<file path="config.mk">
export PLATFORM = sky130hd
export DESIGN_NAME = serial_add_ctrl_flat
export DESIGN_NICKNAME = d
export VERILOG_FILES = /design/src/rtl/serial_pkg.sv /design/src/rtl/serial_add_ctrl_if.sv /design/src/rtl/serial_add_ctrl_fa.sv /design/src/rtl/serial_add_ctrl.sv /design/src/flat_wrapper.sv
export SDC_FILE = /design/constraint.sdc
export NUM_CORES = 1
export LEC_CHECK = 0
export ABC_AREA = 1
export CORE_MARGIN = 5
export CORE_UTILIZATION = 47
export DETAILED_ROUTE_END_ITERATION = 8
export GPL_ROUTABILITY_DRIVEN = 0
export GPL_TIMING_DRIVEN = 0
export PLACE_DENSITY = 0.82
export SYNTH_ARGS = -nofsm -noshare
export SYNTH_HDL_FRONTEND = slang
export SYNTH_SLANG_ARGS = --single-unit
export TNS_END_PERCENT = 100
</file>
<file path="constraint.sdc">
create_clock -name clk -period 2 [get_ports clk]
set_clock_uncertainty 0.1 [all_clocks]
set_input_delay 0.6 -clock clk [delete_from_list [all_inputs] [get_ports clk]]
set_output_delay 0.6 -clock clk [all_outputs]
set_load 0.1 [all_outputs]
</file>
<file path="src/rtl/serial_pkg.sv">
// Shared constants for bit-serial datapath controllers.
// FSM encodings and default operand width.
package serial_pkg;

    localparam int SERIAL_WIDTH = 8;

    localparam logic [1:0] ST_IDLE = 2'd0;
    localparam logic [1:0] ST_RUN  = 2'd1;
    localparam logic [1:0] ST_DONE = 2'd2;

endpackage

</file>
<file path="src/rtl/serial_add_ctrl_if.sv">
// Operand/result handshake bundle for serial_add_ctrl.
// The master side offers operands and consumes results.
interface serial_add_ctrl_if
    import serial_pkg::*;
#(
    parameter int WIDTH = SERIAL_WIDTH
) ();

    logic             in_valid;
    logic             in_ready;
    logic [WIDTH-1:0] a;
    logic [WIDTH-1:0] b;
    logic             sub;
    logic             out_valid;
    logic             out_ready;
    logic [WIDTH-1:0] sum;
    logic             c_out;
    logic             overflow;

    modport master (
        output in_valid, a, b, sub, out_ready,
        input  in_ready, out_valid, sum, c_out, overflow
    );

    modport slave (
        input  in_valid, a, b, sub, out_ready,
        output in_ready, out_valid, sum, c_out, overflow
    );

endinterface

</file>
<file path="src/rtl/serial_add_ctrl_fa.sv">
// One-bit full-adder cell used by the serial adder.
// Purely combinational.
module serial_add_ctrl_fa (
    input  logic a,
    input  logic b,
    input  logic c_in,
    output logic sum,
    output logic c_out
);

    assign sum   = a ^ b ^ c_in;
    assign c_out = (a & b) | (c_in & (a ^ b));

endmodule

</file>
<file path="src/rtl/serial_add_ctrl.sv">
// Bit-serial add/subtract controller: one FA cell, LSB first,
// one bit per clock, valid/ready on both operand and result sides.
module serial_add_ctrl
    import serial_pkg::*;
#(
    parameter int WIDTH = SERIAL_WIDTH
) (
    input  logic              clk,
    input  logic              rst,
    serial_add_ctrl_if.slave  bus
);

    localparam int IW = $clog2(WIDTH);
    localparam int CW = IW + 1;
    localparam logic [CW-1:0] LAST = CW'(WIDTH - 1);

    logic [1:0]       state;
    logic [CW-1:0]    cnt;
    logic             carry;
    logic [WIDTH-1:0] a_r;
    logic [WIDTH-1:0] b_r;
    logic [WIDTH-1:0] sum_r;
    logic             co_r;
    logic             ov_r;

    logic [IW-1:0]    idx;
    logic             fa_s;
    logic             fa_c;
    logic             accept;
    logic             last;

    assign idx    = cnt[IW-1:0];
    assign last   = (cnt == LAST);
    assign accept = bus.in_valid & bus.in_ready;

    assign bus.in_ready  = (state == ST_IDLE) |
                           ((state == ST_DONE) & bus.out_ready);
    assign bus.out_valid = (state == ST_DONE);
    assign bus.sum       = sum_r;
    assign bus.c_out     = co_r;
    assign bus.overflow  = ov_r;

    serial_add_ctrl_fa u_fa (
        .a     (a_r[idx]),
        .b     (b_r[idx]),
        .c_in  (carry),
        .sum   (fa_s),
        .c_out (fa_c)
    );

    // Acceptance takes priority so DONE can chain straight into RUN.
    always_ff @(posedge clk or posedge rst) begin
        if (rst) begin
            state <= ST_IDLE;
            cnt   <= '0;
            carry <= 1'b0;
            a_r   <= '0;
            b_r   <= '0;
            sum_r <= '0;
            co_r  <= 1'b0;
            ov_r  <= 1'b0;
        end else if (accept) begin
            state <= ST_RUN;
            cnt   <= '0;
            carry <= bus.sub;
            a_r   <= bus.a;
            b_r   <= bus.sub ? ~bus.b : bus.b;
            sum_r <= '0;
        end else begin
            unique case (1'b1)
                (state == ST_RUN): begin
                    sum_r[idx] <= fa_s;
                    carry      <= fa_c;
                    cnt        <= cnt + CW'(1);
                    if (last) begin
                        co_r  <= fa_c;
                        ov_r  <= (a_r[WIDTH-1] == b_r[WIDTH-1]) &&
                                 (fa_s != a_r[WIDTH-1]);
                        state <= ST_DONE;
                    end
                end
                (state == ST_DONE): begin
                    if (bus.out_ready) state <= ST_IDLE;
                end
                default: ;
            endcase
        end
    end

endmodule

</file>
<file path="src/flat_wrapper.sv">
// flat-port wrapper written by rule: the top's interface ports become plain ports
module serial_add_ctrl_flat import serial_pkg::*;
#(
    parameter int WIDTH = SERIAL_WIDTH
)
  (clk, rst, bus_in_valid, bus_a, bus_b, bus_sub, bus_out_ready, bus_in_ready, bus_out_valid, bus_sum, bus_c_out, bus_overflow);
  serial_add_ctrl_if #(.WIDTH(WIDTH)) bus_i ();
  input  logic clk;
  input  logic rst;
  input wire logic [$bits(bus_i.in_valid)-1:0] bus_in_valid;
  input wire logic [$bits(bus_i.a)-1:0] bus_a;
  input wire logic [$bits(bus_i.b)-1:0] bus_b;
  input wire logic [$bits(bus_i.sub)-1:0] bus_sub;
  input wire logic [$bits(bus_i.out_ready)-1:0] bus_out_ready;
  output wire logic [$bits(bus_i.in_ready)-1:0] bus_in_ready;
  output wire logic [$bits(bus_i.out_valid)-1:0] bus_out_valid;
  output wire logic [$bits(bus_i.sum)-1:0] bus_sum;
  output wire logic [$bits(bus_i.c_out)-1:0] bus_c_out;
  output wire logic [$bits(bus_i.overflow)-1:0] bus_overflow;
  assign bus_i.in_valid = bus_in_valid;
  assign bus_i.a = bus_a;
  assign bus_i.b = bus_b;
  assign bus_i.sub = bus_sub;
  assign bus_i.out_ready = bus_out_ready;
  assign bus_in_ready = bus_i.in_ready;
  assign bus_out_valid = bus_i.out_valid;
  assign bus_sum = bus_i.sum;
  assign bus_c_out = bus_i.c_out;
  assign bus_overflow = bus_i.overflow;
  serial_add_ctrl #(.WIDTH(WIDTH)) u_core (.clk(clk), .rst(rst), .bus(bus_i));
endmodule
</file>
# == Yosys cells after proc, flatten, opt, wreduce, memory -nomap -nowiden ==
# Cells that the tools add are included.
# word_totals
register_bits,33
output_inout_bits,12
elab_cells,53
# classes
add_sub_neg,1
magnitude_cmp,2
n_eq_ne,7
n_mux,18
bitwise_logic,10
reduce_logical,7
# ops
op,n
$mux 8,3
$bwmux 8,1
$mux 4,2
$not 8->8,1
$bmux 1 s3,2
$mux 2,3
$reduce_and 3->1,2
$mux 1,5
$add 4x1->4 const B,1
$and 1x1->1,4
$eq 4x3->1 const B,1
$lt 3x4->1 const B,1
$pmux 2 s2,1
$demux 1 s3,1
$ge 3x1->1 const B,1
$ne 3x1->1 const B,1
$ne 3x2->1 const B,1
$reduce_bool 3->1,1
$eq 2x1->1 const B,1
$eq 2x2->1 const B,1
$logic_and 1x1->1,2
$logic_not 2->1,1
$or 1x1->1,2
$reduce_bool 2->1,1
4 further kinds,5

# == Depth between registers and ports, before layout ==
# depth
ltp_word,7
ltp_mapped,15
mapped_depth_nobuf,14

# == Cells and area by module ==
# From an unflattened synthesis, not the netlist that was laid out.
# hier_totals
hier_cells,231
area_unflattened_um2,1773.0
# modules_own_cells
mod,instances,cells_per_inst,area_each_um2,seq_area_each_um2
serial_add_ctrl,1,230,1752.9,825.8
serial_add_ctrl_fa,1,1,20.0,0.0

# == Worst setup path before layout ==
# Ideal clock, no wire load.
# synth_path
path_type,register -> register
startpoint,reg u_core.state[0]
endpoint,reg u_core.sum_r[1] (netlist: u_core.bus.sum[1])
setup_ps,125
t_arrival_ps,2661
slack_ps,-887
stages_incl_launch_ff,10
path_buffers,2
path_cell_list,dfrtp_1 > inv_1 > ha_1 > nand2_1 > nand2_1 > nand2_2 > buf_6 > buf_6 > nand4_1 > nand2_1
# synth_via
elab_chain_cells,5
word_cells_on_any_way,8
cone_classes,eq/ne (2); mux (1); bitwise (3); reduce/logical (2)
# synth_lines
item,line_no,text
from (decl),serial_add_ctrl.sv:17,logic [1:0] state;
from (signal assigned),serial_add_ctrl.sv:54,state <= ST_IDLE;
from (signal assigned),serial_add_ctrl.sv:63,state <= ST_RUN;
from (signal assigned),serial_add_ctrl.sv:79,state <= ST_DONE;
$eq 2x2->1 *,-,
named net bus_out_valid,flat_wrapper.sv:16,output wire logic [$bits(bus_i.out_valid)-1:0] bus_out_valid;
$and 1x1->1 *,serial_add_ctrl.sv:37,((state == ST_DONE) & bus.out_ready);
$or 1x1->1 *,serial_add_ctrl.sv:36,assign bus.in_ready = (state == ST_IDLE) |
named net bus_in_ready,flat_wrapper.sv:15,output wire logic [$bits(bus_i.in_ready)-1:0] bus_in_ready;
$and 1x1->1 *,serial_add_ctrl.sv:34,assign accept = bus.in_valid & bus.in_ready;
$mux 8 or $reduce_bool 2->1 (tied branches),-,
"to (signal, indexed assignment)",serial_add_ctrl.sv:72,sum_r[idx] <= fa_s;
to (decl),serial_add_ctrl.sv:22,logic [WIDTH-1:0] sum_r;
# The timed path passes the listed nets; every way through them passes the cells marked *.
# A chain may end at the register's enable or synchronous reset.

# == Final worst setup path ==
# layout_path
startpoint,reg u_core.cnt[0]
endpoint,reg u_core.sum_r[6] (netlist: u_core.bus.sum[6])
# layout_via
elab_chain_cells,7
word_cells_on_any_way,14
cone_classes,order compare (2); mux (9); bitwise (2); reduce/logical (1)
# layout_lines
item,line_no,text
from (decl),serial_add_ctrl.sv:18,logic [CW-1:0] cnt;
from (signal assigned),serial_add_ctrl.sv:74,cnt <= cnt + CW'(1);
$lt 3x4->1 (not written as such) (tied with other cells),serial_add_ctrl.sv:72,
$logic_and 1x1->1 (not written as such) (tied with other cells),serial_add_ctrl.sv:72,
$mux 1 (not written as such) or $xor 1x1->1 (tied branches),"serial_add_ctrl.sv:72, serial_add_ctrl_fa.sv:11",
$demux 1 s3 or $xor 1x1->1 (tied branches),-,
$bwmux 8 *,serial_add_ctrl.sv:72,
$mux 8 *,serial_add_ctrl.sv:70,unique case (1'b1)
$mux 8 *,serial_add_ctrl.sv:62,end else if (accept) begin
# Mark *: on every way between the ends. The rest lies on a longest branch, timed or not. The select of a mux whose other input is x is not followed.

==> impl_summary.txt <==
----------------------------------------------------
[Clocking]
  Clock root cell ... clkbuf_8
  CTS tree ... built
  Number of clock sinks ... 33
  CTS clock-pin slew for the worst setup and hold paths ... 0.06 ns
  Hold-fix buffers at CTS ... 0
  Source-to-sink clock delay at the later pin of the worst-skew pair ... 0.28 ns
  CTS H-Tree Depth ... 2
  Total CTS buffers ... 5
  Max clock buf depth ... 2

[STA]
  Worst Hold Slack ... 0.3860 ns
  Worst Slack Setup Final ... -0.1778 ns
  Slew @ Worst Pin ... 0.7228 ns
  Highest clock rate ... 0.4592 GHz
  Setup repair after global routing missed its margin ... true
  Max-slew violation total from the final report ... 0
  Slew headroom ... 0.5171
  Final-report hold violation count ... 0
  Time the final worst path needs with I/O delays and setup ... 2.178 ns
  Setup-violating endpoint count in the final report ... 9
  Post-route clock period utilization ... 1.089

[Pwr]
  Worst-case vdd ir drop ... 708.0 uV
  P per Cell Area ... 1908 nW/um^2
  Leak Pwr ... 1.288 nW
  Power, Total ... 4.813 mW

[Final layout]
  Share of post-route cells with drive strength above 1 ... 0.2407
  Design area ... 2522 um^2
  Number of fill cells ... 338
  Count of nets after finishing ... 320
  Area of the multi-input gates ... 912.1 um^2
  Number of cells in the finished layout apart from fillers ... 345
  Number of antenna diodes ... 0
  Flip-flop and latch area ... 827.0 um^2
  Growth of design area from synthesis to finish ... 34.49%

[Synth]
  Cells taking the most area after synthesis ... dfrtp_1 (44%), nand2_1 (21%), inv_1 (5.0%)
  Synth Warn # ... 0
  Sequential share of the synthesized area ... 0.4403
  Post-synth top area share ... 0.4403
  Cell taking the most area after synthesis ... dfrtp_1
  Synthesized area per cell ... 7.687 um^2
  Combined area of all synthesized cells ... 1876 um^2
  Syn nets ... 270
  Count of mapped cells out of synthesis ... 244
  Flops & latches, synth ... 33
  Distinct cells, synth ... 21

[Die]
  Initial core utilization ... 0.4757
  Floorplan core area ... 3943 um^2
  Site row count ... 23
  Overall die height ... 73.17 um
  Die X ... 73.17 um
  Top-level port count ... 33
  Overall die area ... 5354 um^2

[Place]
  Placed Cells incl. Taps ... 325
  Half-perimeter wire length after placement ... 2.718 mm
  Total placed instance area ... 2268 um^2
  Port bufs ... 31

[Critical path]
  Critical path's largest stage delay ... 0.59 ns
  Reg-to-reg setup timing slack ... -0.18 ns
  Worst Setup Path Type ... register to register
  Cell with the most instances on the worst path ... nand2_1
  Worst-path cell chain ... inv_2, buf_6, nand2_2, nand2_2, nand2_1, nand2_1, nand2_1, nand2_1, inv_2, fa_2, inv_4, buf_4, nor2_4, nor3b_2
  Capture instance of the worst register-to-register path ... u_core.bus.sum[6]
  Path depth of the worst reg2reg path ... 14
  Crit. End Element ... register
  Cell with the largest stage delay on the worst path ... fa_2
  Startpoint class of the critical path ... register
  Arrival time reported for the critical path endpoint ... 2.25 ns
  Top cell family by delay on the critical path ... adder cells
  Critical register-to-register path startpoint ... u_core.cnt[0]
  Critical Path Fanout Max ... 7
  WP data required ... 2.07 ns
  Buffer and inverter count on the worst path ... 5

[Route]
  Post-detailed-route wirelength per cell ... 11.78 um
  First DRT Iteration DRCs ... 137
  Remaining antenna violation count after routing ... 0
  Residual DRC ... 0
  Via-to-Cell Ratio ... 4.809
  Final Routed Wirelength ... 4.063 mm
  Iteration count of the initial detailed-routing pass ... 4
  Via count ... 1659

[Run status]
  Status ... finished with violations
  Violated checks ... negative setup slack

[GRT]
  Initial antenna violation count ... 0
  Maximum number of pins on one net before global-route repair ... 34
  Sum of overflow across all layers after global routing ... 0
  Global-route usage over all layers ... 0.1659
  Vias in the first global route ... 1575
  Global-route wire length before repair ... 6.886 mm

[Job]
  Maxcap violations ... 0

[Worst hold path]
  Min-Delay Path Class ... register to register
  Cell depth of the worst min-delay path ... 2
  Endpoint with the worst hold slack ... u_core.b_r[0]
  Origin of the worst min-delay path ... u_core.b_r[0]

----------------------------------------------------
==> state kept, by name, summed over array words and instances (netlist names) <==
name                 count
u_core.b_r               8
u_core.carry             1
u_core.a_r               8
u_core.state             2
u_core.bus.c_out         1
u_core.bus.sum           8
u_core.cnt               4
u_core.bus.overflow      1
==> worst reg2reg max path, stage by stage, from the launching register on <==
cell	delay (ns)
dfrtp_2	0.45
inv_2	0.09
buf_6	0.13
nand2_2	0.05
nand2_2	0.05
nand2_1	0.04
nand2_1	0.07
nand2_1	0.05
nand2_1	0.08
inv_2	0.04
fa_2	0.59
inv_4	0.08
buf_4	0.14
nor2_4	0.08
nor3b_2	0.05
==> Yosys cell counts <==
master / count
ha_1: 4
inv_2: 3
nand2_1: 104
o211ai_1: 1
a21boi_0: 1
dfrtp_1: 33
buf_6: 5
o21ai_0: 12
buf_4: 3
o21ai_2: 5
nand4_1: 8
xor2_1: 1
a21oi_1: 1
nor2_1: 13
nand2_2: 1
nor3b_2: 3
inv_1: 25
fa_1: 1
xnor2_1: 8
nand3_1: 9
buf_2: 3
==> routing by layer <==
layer	GRT usage	wire, um
met5	0	0
met4	0.04918	46
met3	0.03719	334
met2	0.2691	1943
met1	0.2210	1737
==> per-stage QoR <==
stage / TNS, ns / setup slack (ns) / util
after global routing: -2.326 / -0.2896 / 0.6398
after floorplan: -0.03617 / -0.03617 / -
after detailed placement: -12.10 / -1.067 / 0.5754
after CTS: -0.9155 / -0.1632 / 0.6271
after global placement: -10.06 / -1.058 / 0.5754
final: -1.210 / -0.1778 / 0.6398
==> cell type report <==
| cell class | instances | area share |
|---|---|---|
| Clock buffer | 8 | 0.03175 |
| Multi-Input combinational cell | 172 | 0.3616 |
| Inverter | 28 | 0.04514 |
| Tap cell | 50 | 0.02480 |
| Buffer | 11 | 0.03968 |
| Timing Repair Buffer | 43 | 0.1691 |
| Sequential cell | 33 | 0.3279 |
==> worst max path at each step <==
stage / endpoint / cells after the start / slack, ns / from
2_1_floorplan: u_core.bus.overflow / 15 / -0.04 / u_core.cnt[0]
3_3_place_gp: bus_in_ready / 4 / -1.06 / bus_out_ready
3_5_place_dp: bus_in_ready / 4 / -1.07 / bus_out_ready
4_1_cts: u_core.bus.sum[6] / 14 / -0.16 / u_core.cnt[0]
5_1_grt: u_core.bus.sum[6] / 14 / -0.29 / u_core.cnt[0]
6_report: u_core.bus.sum[6] / 14 / -0.18 / u_core.cnt[0]
==> cells by family after synthesis <==
kind of cell             after synthesis  share of synthesized area
buffers and inverters                 39                     0.1061
adder cells (fa/ha/maj)                5                    0.03736
AND/OR/NAND/NOR                      138                     0.3082
flip-flops                            33                     0.4403
AO/OA/AOI/OAI                         20                    0.06604
XOR/XNOR                               9                    0.04203
==> what timing repair did <==
action / in CTS / in global routing
endpoints found under the setup margin: 21 / 12
resized for setup: 59 / 13
buffers inserted: 9 / 3
pin swaps: 11 / 6
==> power breakdown <==
group / switching [mW] / internal (mW) / total [mW]
clock network: 0.230 / 0.247 / 0.477
registers: 0.172 / 0.939 / 1.11
logic: 1.97 / 1.26 / 3.23
total: 2.37 / 2.44 / 4.81
==> cell usage in the layout (no fill, tap or decap), drive strengths merged <==
cell type,count
clkdlybuf4s15,10
dfrtp,33
xnor2,8
o21ai,17
a21oi,1
xor2,1
inv,27
nor2,13
clkbuf,9
o211ai,1
nand4,8
nor3b,3
nand3,9
fa,1
dlymetal6s2s,1
clkinvlp,1
nand2,105
clkdlybuf4s50,18
a21boi,1
ha,4
buf,24
(Power assumes the default switching activity.)
